`config.mk`:
```
export PLATFORM = sky130hd
export DESIGN_NAME = nn_forward_sequencer
export DESIGN_NICKNAME = d
export VERILOG_FILES = /design/src/rtl/nn_pkg.sv /design/src/rtl/nn_mac_unit.sv /design/src/rtl/nn_forward_sequencer.sv
export SDC_FILE = /design/constraint.sdc
export NUM_CORES = 2
export LEC_CHECK = 0
export BUFFER_PORTS_ARGS = -buffer_cell sky130_fd_sc_hd__buf_2
export CAP_MARGIN = 10
export CORE_MARGIN = 4
export CORE_UTILIZATION = 50
export CTS_BUF_LIST = sky130_fd_sc_hd__clkbuf_16
export DETAILED_ROUTE_END_ITERATION = 6
export PLACE_DENSITY = 0.78
export SLEW_MARGIN = 20
export SYNTH_ARGS = -nofsm -noshare
export SYNTH_HDL_FRONTEND = slang
export SYNTH_SLANG_ARGS = --single-unit
```
`constraint.sdc`:
```
create_clock -name clk -period 7.3 [get_ports clk]
set_clock_uncertainty 0.15 [all_clocks]
set_input_delay 0 -clock clk [delete_from_list [all_inputs] [get_ports clk]]
set_output_delay 0 -clock clk [all_outputs]
set_load 0.02 [all_outputs]
```
`src/rtl/nn_pkg.sv`:
```
// Shared sizing, state encoding and ROM address helper for the digit-classifier forward pass.
package nn_pkg;

  // Default network dimensions and number formats
  localparam int NN_N_INPUT  = 196;
  localparam int NN_N_HIDDEN = 32;
  localparam int NN_N_OUTPUT = 10;
  localparam int NN_DATA_W   = 16;
  localparam int NN_FRAC     = 8;
  localparam int NN_ACC_W    = 40;

  // Weight/bias ROM geometry for the default sizes
  localparam int NN_L2_BASE  = NN_N_HIDDEN * (NN_N_INPUT + 1);
  localparam int NN_W_DEPTH  = NN_L2_BASE + NN_N_OUTPUT * (NN_N_HIDDEN + 1);

  // Sequencer states
  typedef enum logic [2:0] {
    ST_IDLE     = 3'd0,
    ST_L1_MAC   = 3'd1,
    ST_L1_BIAS  = 3'd2,
    ST_L1_WRITE = 3'd3,
    ST_L2_MAC   = 3'd4,
    ST_L2_BIAS  = 3'd5,
    ST_L2_CMP   = 3'd6,
    ST_DONE     = 3'd7
  } state_t;

  // ROM word address of input idx of a neuron; each neuron row holds n_in weights then its bias
  function automatic int unsigned rom_addr(input int unsigned base,
                                           input int unsigned neuron,
                                           input int unsigned n_in,
                                           input int unsigned idx);
    return base + neuron * (n_in + 32'd1) + idx;
  endfunction

endpackage

```
`src/rtl/nn_mac_unit.sv`:
```
// Signed multiply-accumulate with bias alignment, rescale and ReLU/saturate finish step.
module nn_mac_unit #(
  parameter int DATA_W = 16,
  parameter int FRAC   = 8,
  parameter int ACC_W  = 40
) (
  input  logic                     clk,
  input  logic                     reset,
  input  logic                     en,
  input  logic                     clear,
  input  logic                     accumulate,
  input  logic signed [DATA_W-1:0] op_a,
  input  logic signed [DATA_W-1:0] op_b,
  input  logic signed [DATA_W-1:0] bias,
  output logic signed [ACC_W-1:0]  score,
  output logic        [DATA_W-1:0] activation
);

  localparam logic signed [ACC_W-1:0] ACT_MAX =
    {{(ACC_W-DATA_W+1){1'b0}}, {(DATA_W-1){1'b1}}};

  logic signed [2*DATA_W-1:0] product_s;
  logic signed [ACC_W-1:0]    product_ext_s;
  logic signed [ACC_W-1:0]    bias_ext_s;
  logic signed [ACC_W-1:0]    sum_s;
  logic signed [ACC_W-1:0]    acc_r;

  // Full-precision product, sign-extended to the accumulator width
  always_comb begin
    product_s     = op_a * op_b;
    product_ext_s = {{(ACC_W-2*DATA_W){product_s[2*DATA_W-1]}}, product_s};
  end

  // Accumulator: clear has priority, otherwise wraps freely on accumulate
  always_ff @(posedge clk) begin
    if (!reset) begin
      acc_r <= {ACC_W{1'b0}};
    end else if (en) begin
      if (clear) begin
        acc_r <= {ACC_W{1'b0}};
      end else if (accumulate) begin
        acc_r <= acc_r + product_ext_s;
      end
    end
  end

  // Finish: align bias to the product scale, drop FRAC bits, then clamp to [0, max positive]
  always_comb begin
    bias_ext_s = {{(ACC_W-DATA_W-FRAC){bias[DATA_W-1]}}, bias, {FRAC{1'b0}}};
    sum_s      = acc_r + bias_ext_s;
    score      = sum_s >>> FRAC;
    if (score[ACC_W-1]) begin
      activation = {DATA_W{1'b0}};
    end else if (score > ACT_MAX) begin
      activation = ACT_MAX[DATA_W-1:0];
    end else begin
      activation = score[DATA_W-1:0];
    end
  end

endmodule

```
`src/rtl/nn_forward_sequencer.sv`:
```
// Two-layer fully-connected forward pass over one shared MAC, with internal hidden buffer and argmax.
module nn_forward_sequencer
  import nn_pkg::*;
#(
  parameter int N_INPUT  = NN_N_INPUT,
  parameter int N_HIDDEN = NN_N_HIDDEN,
  parameter int N_OUTPUT = NN_N_OUTPUT,
  parameter int DATA_W   = NN_DATA_W,
  parameter int FRAC     = NN_FRAC,
  parameter int ACC_W    = NN_ACC_W,
  localparam int PAW     = $clog2(N_INPUT),
  localparam int WAW     = $clog2(N_HIDDEN * (N_INPUT + 1) + N_OUTPUT * (N_HIDDEN + 1))
) (
  input  logic              clk,
  input  logic              reset,
  input  logic              en,
  input  logic              start,
  output logic              busy,
  output logic              done,
  output logic [3:0]        predicted_digit,
  output logic [PAW-1:0]    pixel_addr,
  input  logic [DATA_W-1:0] pixel_data,
  output logic [WAW-1:0]    weight_addr,
  input  logic [DATA_W-1:0] weight_data
);

  // Input counter spans the wider of the two layers (the pixel layer); neuron counter spans the hidden layer
  localparam int CW = $clog2(N_INPUT);
  localparam int NW = $clog2(N_HIDDEN);
  localparam int unsigned L2_BASE = N_HIDDEN * (N_INPUT + 1);

  localparam logic [CW-1:0] L1_IN_LAST  = CW'(N_INPUT - 1);
  localparam logic [CW-1:0] L2_IN_LAST  = CW'(N_HIDDEN - 1);
  localparam logic [NW-1:0] HID_LAST    = NW'(N_HIDDEN - 1);
  localparam logic [NW-1:0] OUT_LAST    = NW'(N_OUTPUT - 1);

  state_t                    state_r;
  logic [CW-1:0]             in_cnt_r;
  logic [NW-1:0]             neuron_r;
  logic [NW-1:0]             hid_addr_r;
  logic [PAW-1:0]            pixel_addr_r;
  logic [WAW-1:0]            weight_addr_r;
  logic                      busy_r;
  logic                      done_r;
  logic [3:0]                digit_r;
  logic signed [ACC_W-1:0]   best_score_r;
  logic [3:0]                best_idx_r;

  logic [DATA_W-1:0]         hidden_mem_r [N_HIDDEN];
  logic [DATA_W-1:0]         hidden_q_r;

  logic                      mac_clear_s;
  logic                      mac_acc_s;
  logic [DATA_W-1:0]         op_a_s;
  logic signed [ACC_W-1:0]   mac_score_s;
  logic [DATA_W-1:0]         mac_act_s;
  logic                      take_best_s;

  // Datapath control: the product of the address issued last cycle lands this cycle
  always_comb begin
    mac_clear_s = 1'b0;
    mac_acc_s   = 1'b0;
    op_a_s      = pixel_data;
    case (state_r)
      ST_L1_MAC: begin
        mac_acc_s = (in_cnt_r != {CW{1'b0}});
      end
      ST_L1_BIAS: begin
        mac_acc_s = 1'b1;
      end
      ST_L2_MAC: begin
        mac_acc_s = (in_cnt_r != {CW{1'b0}});
        op_a_s    = hidden_q_r;
      end
      ST_L2_BIAS: begin
        mac_acc_s = 1'b1;
        op_a_s    = hidden_q_r;
      end
      ST_IDLE, ST_L1_WRITE, ST_L2_CMP, ST_DONE: begin
        mac_clear_s = 1'b1;
      end
      default: begin
        mac_clear_s = 1'b1;
      end
    endcase
  end

  // Argmax update: neuron 0 always loads, later neurons only on a strictly greater score
  always_comb begin
    take_best_s = (neuron_r == {NW{1'b0}}) || (mac_score_s > best_score_r);
  end

  nn_mac_unit #(
    .DATA_W (DATA_W),
    .FRAC   (FRAC),
    .ACC_W  (ACC_W)
  ) u_mac (
    .clk        (clk),
    .reset      (reset),
    .en         (en),
    .clear      (mac_clear_s),
    .accumulate (mac_acc_s),
    .op_a       (op_a_s),
    .op_b       (weight_data),
    .bias       (weight_data),
    .score      (mac_score_s),
    .activation (mac_act_s)
  );

  // Hidden buffer: written once per L1 neuron, read through a register to mirror memory latency
  always_ff @(posedge clk) begin
    if (reset && en) begin
      if (state_r == ST_L1_WRITE) begin
        hidden_mem_r[neuron_r] <= mac_act_s;
      end
      hidden_q_r <= hidden_mem_r[hid_addr_r];
    end
  end

  // Sequencer FSM with counters, address generation, argmax and registered outputs
  always_ff @(posedge clk) begin
    if (!reset) begin
      state_r       <= ST_IDLE;
      in_cnt_r      <= {CW{1'b0}};
      neuron_r      <= {NW{1'b0}};
      hid_addr_r    <= {NW{1'b0}};
      pixel_addr_r  <= {PAW{1'b0}};
      weight_addr_r <= {WAW{1'b0}};
      busy_r        <= 1'b0;
      done_r        <= 1'b0;
      digit_r       <= 4'd0;
      best_score_r  <= {ACC_W{1'b0}};
      best_idx_r    <= 4'd0;
    end else if (en) begin
      done_r <= 1'b0;
      case (state_r)
        ST_IDLE: begin
          if (start) begin
            state_r       <= ST_L1_MAC;
            busy_r        <= 1'b1;
            neuron_r      <= {NW{1'b0}};
            in_cnt_r      <= {CW{1'b0}};
            pixel_addr_r  <= {PAW{1'b0}};
            weight_addr_r <= WAW'(rom_addr(32'd0, 32'd0, N_INPUT, 32'd0));
          end
        end
        ST_L1_MAC: begin
          weight_addr_r <= weight_addr_r + {{(WAW-1){1'b0}}, 1'b1};
          if (in_cnt_r == L1_IN_LAST) begin
            state_r <= ST_L1_BIAS;
          end else begin
            in_cnt_r     <= in_cnt_r + {{(CW-1){1'b0}}, 1'b1};
            pixel_addr_r <= pixel_addr_r + {{(PAW-1){1'b0}}, 1'b1};
          end
        end
        ST_L1_BIAS: begin
          state_r <= ST_L1_WRITE;
        end
        ST_L1_WRITE: begin
          in_cnt_r <= {CW{1'b0}};
          if (neuron_r == HID_LAST) begin
            state_r       <= ST_L2_MAC;
            neuron_r      <= {NW{1'b0}};
            hid_addr_r    <= {NW{1'b0}};
            weight_addr_r <= WAW'(rom_addr(L2_BASE, 32'd0, N_HIDDEN, 32'd0));
          end else begin
            state_r       <= ST_L1_MAC;
            neuron_r      <= neuron_r + {{(NW-1){1'b0}}, 1'b1};
            pixel_addr_r  <= {PAW{1'b0}};
            weight_addr_r <= WAW'(rom_addr(32'd0, 32'(neuron_r) + 32'd1, N_INPUT, 32'd0));
          end
        end
        ST_L2_MAC: begin
          weight_addr_r <= weight_addr_r + {{(WAW-1){1'b0}}, 1'b1};
          if (in_cnt_r == L2_IN_LAST) begin
            state_r <= ST_L2_BIAS;
          end else begin
            in_cnt_r   <= in_cnt_r + {{(CW-1){1'b0}}, 1'b1};
            hid_addr_r <= hid_addr_r + {{(NW-1){1'b0}}, 1'b1};
          end
        end
        ST_L2_BIAS: begin
          state_r <= ST_L2_CMP;
        end
        ST_L2_CMP: begin
          in_cnt_r <= {CW{1'b0}};
          if (take_best_s) begin
            best_score_r <= mac_score_s;
            best_idx_r   <= 4'(neuron_r);
          end
          if (neuron_r == OUT_LAST) begin
            state_r  <= ST_DONE;
            busy_r   <= 1'b0;
            done_r   <= 1'b1;
            digit_r  <= take_best_s ? 4'(neuron_r) : best_idx_r;
            neuron_r <= {NW{1'b0}};
          end else begin
            state_r       <= ST_L2_MAC;
            neuron_r      <= neuron_r + {{(NW-1){1'b0}}, 1'b1};
            hid_addr_r    <= {NW{1'b0}};
            weight_addr_r <= WAW'(rom_addr(L2_BASE, 32'(neuron_r) + 32'd1, N_HIDDEN, 32'd0));
          end
        end
        ST_DONE: begin
          state_r <= ST_IDLE;
        end
        default: begin
          state_r <= ST_IDLE;
          busy_r  <= 1'b0;
        end
      endcase
    end
  end

  assign busy            = busy_r;
  assign done            = done_r;
  assign predicted_digit = digit_r;
  assign pixel_addr      = pixel_addr_r;
  assign weight_addr     = weight_addr_r;

endmodule

```
==> summary.txt <==
Power and ir drop
  • Relative contribution of the clock network to total power: 14.4%
  • Sequential share of power: 19.1%
  • Switching share of total power: 42.85%
  • Share of total power in combinational logic: 66.5%
  • Leakage power total: 18.33 nW
  • Internal power: 12.62 mW
  • Max VDD drop: 0.0005582 V
  • Power density of the placed cells: 477.7 nW/µm²
  • Net switching power figure: 9.463 mW

Final layout
  • Area used by multi-input combinational logic: 21,230 µm²
  • Final core utilization: 56.21%
  • Register cell area after layout: 18,350 µm²
  • Count of nets after finishing: 4,124
  • # fillers: 6,452
  • Synth-to-layout area growth: 11.14%
  • Layout cell share with drive strength beyond 1: 15.53%

Placed design
  • Estimated wirelength of the detail-placed design: 68,680 µm
  • Port bufs: 62
  • Global placement routability congestion: 0.9217

GRT
  • Number of global-route vias before repair: 28.18k
  • Aggregate global routing overflow: 0
  • Wire length of the first global-routing pass: 159,300 µm
  • All-Layer GR Usage: 23.29%
  • Number of antenna violations at the first check in global routing: 5
  • Maximum number of pins on one net before global-route repair: 75

CTS
  • # clock sinks: 652
  • Clock tree from TritonCTS: built
  • Clock input transition at the sequential cells of the worst setup and hold paths: 70 ps
  • H-tree depth: 2
  • Source-to-sink clock delay at the later pin of the worst-skew pair: 660 ps
  • Maximum buffer depth of the clock tree: 3
  • Number of CTS-inserted buffers: 60
  • Cell chosen for the clock root: clkbuf_16

Routing
  • WL/cell: 21.50 µm
  • Post-DR vias/cell: 5.797
  • Drt first-iter violations: 2,398
  • Via count of the routed design: 27.00k
  • Number of detailed-route iterations in the first pass: 6
  • Number of routed nets with antenna violations: 0
  • Total wire length after detailed routing: 100,200 µm
  • Residual DRC: 0

Status
  • Status: complete, no violations

Synthesis
  • Cell area after synthesis: 41,600 µm²
  • Cell accounting for the most synthesized area: edfxtp_1
  • Proportion of netlist area held by the largest area contributor: 38.12%
  • Number of unique standard cell types used by synthesis: 81
  • Most used flip-flop cell after synthesis: edfxtp_1
  • Synth Warn #: 0
  • Proportion of synthesized chip area in sequential cells: 44.08%
  • Post-synth EDFFs: 528
  • Average cell area after synthesis: 12.38 µm²
  • Number of instances in the synthesized netlist: 3,359
  • Area contributors post-synth: edfxtp_1 38%, fa_1 16%, mux4_2 8.7%
  • Flops & latches, synth: 652
  • Post-synth ARST share: 0%

Floorplan
  • Core region area: 82,240 µm²
  • Floorplan row count: 105
  • Die footprint: 87,870 µm²
  • Width of the die: 296.4 µm
  • DIE HEIGHT: 296.4 µm
  • Number of top-level design ports: 63
  • Initial core utilization: 50.58%

Setup path
  • Reg2Reg Setup Slack: 230 ps
  • Slowest Stage Delay on Critical Path: 540 ps
  • CP Data Required Time: 7610 ps
  • Classification of the worst setup path: flip-flop to flip-flop
  • Slowest library cell on the worst path: fa_1
  • Critical path peak fanout: 9
  • Type of element capturing the critical path: flip-flop
  • Count of buffer and inverter cells on the critical path: 9
  • Arrival @ worst endpoint: 7380 ps
  • Kind of start point of the critical path: flip-flop
  • Top cell by count, worst path: fa_1
  • Cell class contributing the biggest share of worst-path delay: adder cells

Run
  • Max cap viols: 0

Timing
  • Setup-failing EPs final: 0
  • Transition time at the pin with the least slew margin: 1175 ps
  • Remaining max-slew budget at the tightest pin: 21.37%
  • Total Negative Setup Slacks: 0 ps
  • Final hold violations: 0
  • Number of pins exceeding their max-slew limit in the final report: 0
  • Max frequency: 0.1415 GHz
  • Final critical path time including I/O delays and setup: 7068 ps
  • Final critical-path share of the clock period: 96.82%

Min path
  • Class of the tightest hold or removal check: input pin to flip-flop
==> per-layer routing <==
layer	global-route usage [%]	wire length, µm	vias to the layer above
li1	-	-	12070
met1	30.86	38790	13520
met2	40.10	49730	1191
met3	3.733	8647	217
met4	6.693	2944	8
met5	0	55	-
==> sequential cells by signal, summed over array words and instances (netlist names), 3 cells and up <==
name,count
best_idx_r,4
best_score_r,32
hid_addr_r,5
hidden_mem_r,512
hidden_q_r,16
in_cnt_r,8
neuron_r,5
pixel_addr,8
predicted_digit,4
state_r,3
u_mac.acc_r,40
weight_addr,13
==> worst reg2reg max path: cells and delay by family (launching register included) <==
family          cells  cell delay, ps
fa+ha+maj           7            3340
compound gates      8            1210
buf+inv             9            1010
mux                 1             360
flops               1             330
simple gates        2             330
xor+xnor            1             180
==> Yosys cell counts (14+ instances only) <==
cell type  number
inv_1         466
a211oi_1       14
mux2_2         33
ha_1          220
nor3_1         49
xor2_1         46
nand2_1       223
and2_1        114
o211ai_1       15
dfxtp_1       124
o21bai_1       14
a21o_1         35
o21ai_0       109
nand2b_1       22
clkbuf_1      110
nand4_1        18
and3_1         19
nor2_1        201
a21oi_1       159
edfxtp_1      528
mux4_2        160
fa_1          332
nor2b_1        27
buf_1          22
xnor2_1        48
nand3_1        65
a22oi_1        32
==> logic make-up (layout without fill, tap and decap cells) <==
logic type / after synthesis / after routing / share of synthesized area, %
other: 1 / 33 / 0.009015
buffers and inverters: 602 / 799 / 5.456
xor gates and xnor gates: 94 / 94 / 1.979
adders and majority gates: 552 / 552 / 22.60
AOI/OAI and AO/OA: 474 / 474 / 7.087
and+or+nand+nor: 784 / 784 / 9.066
DFF: 652 / 652 / 44.08
muxes: 200 / 200 / 9.725
==> path summary, 6_finish.rpt <==
kind	cells past startpoint	endpoint	start
worst max-delay path	28	u_mac.acc_r[32]	state_r[2]
worst min register to register	2	predicted_digit[2]	predicted_digit[2]
worst max register to register	28	u_mac.acc_r[32]	state_r[2]
worst min-delay path	5	u_mac.acc_r[1]	weight_data[1]
==> what timing repair did <==
item	in CTS	in global routing
hold buffers	5	0
hold endpoints to repair	51	0
setup endpoints to repair	0	14
gates resized for setup	0	18
buffers inserted	0	4
==> power by group through the flow <==
stage	Clock [mW]	Sequential [mW]	Combinational [mW]
after global placement	0	4.30	14.0
final	3.18	4.22	14.7
after CTS	3.22	4.22	14.4
after global routing	3.38	4.22	16.6
after detailed placement	0	4.30	14.2
after floorplan	0	4.29	9.90
==> layout by cell type, fill, tap and decap left out, types with 14 or more instances in the layout <==
cell       synthesis  routed
a21o_1            35      35
a21oi_1          159     142
a21oi_2            3      20
a22oi_1           32      32
and2_1           114     114
and3_1            19      19
buf_2              2      62
buf_4              0     147
clkbuf_16          0      60
clkinv_1           1      14
conb_1             1      32
dfxtp_1          124     121
edfxtp_1         528     528
fa_1             332     330
ha_1             220     220
inv_1            466     471
mux2_2            33      31
mux4_2           160     160
nand2_1          223     222
nand2b_1          22      22
nand3_1           65      65
nand4_1           18      18
nor2_1           201     198
nor2b_1           27      26
nor3_1            49      49
o211ai_1          15      15
o21ai_0          109     106
o21bai_1          14      14
xnor2_1           48      48
xor2_1            46      46
==> stage by stage <==
step	instances	setup slack (ps)	hold slack, ps	area [µm²]	power (mW)
after global routing	4657	-17.72	88.36	46230	24.15
after floorplan	3390	12.95	177.1	41720	14.18
after global placement	4535	156.3	222.6	44090	18.33
final	4658	232.0	76.21	46230	22.08
after detailed placement	4535	121.1	220.3	44090	18.52
after CTS	4653	87.80	23.69	46140	21.86
==> layout make-up <==
type | instances | area share [%]
repair buffers | 219 | 3.364
clock inverters | 53 | 1.080
diodes | 1 | 0.005413
inverters | 467 | 3.792
well taps | 1070 | 2.896
multi-input cells | 2136 | 45.93
flip-flops and latches | 652 | 39.68
clock buffers | 60 | 3.248
Note: power is estimated with default switching activity, not from simulation.
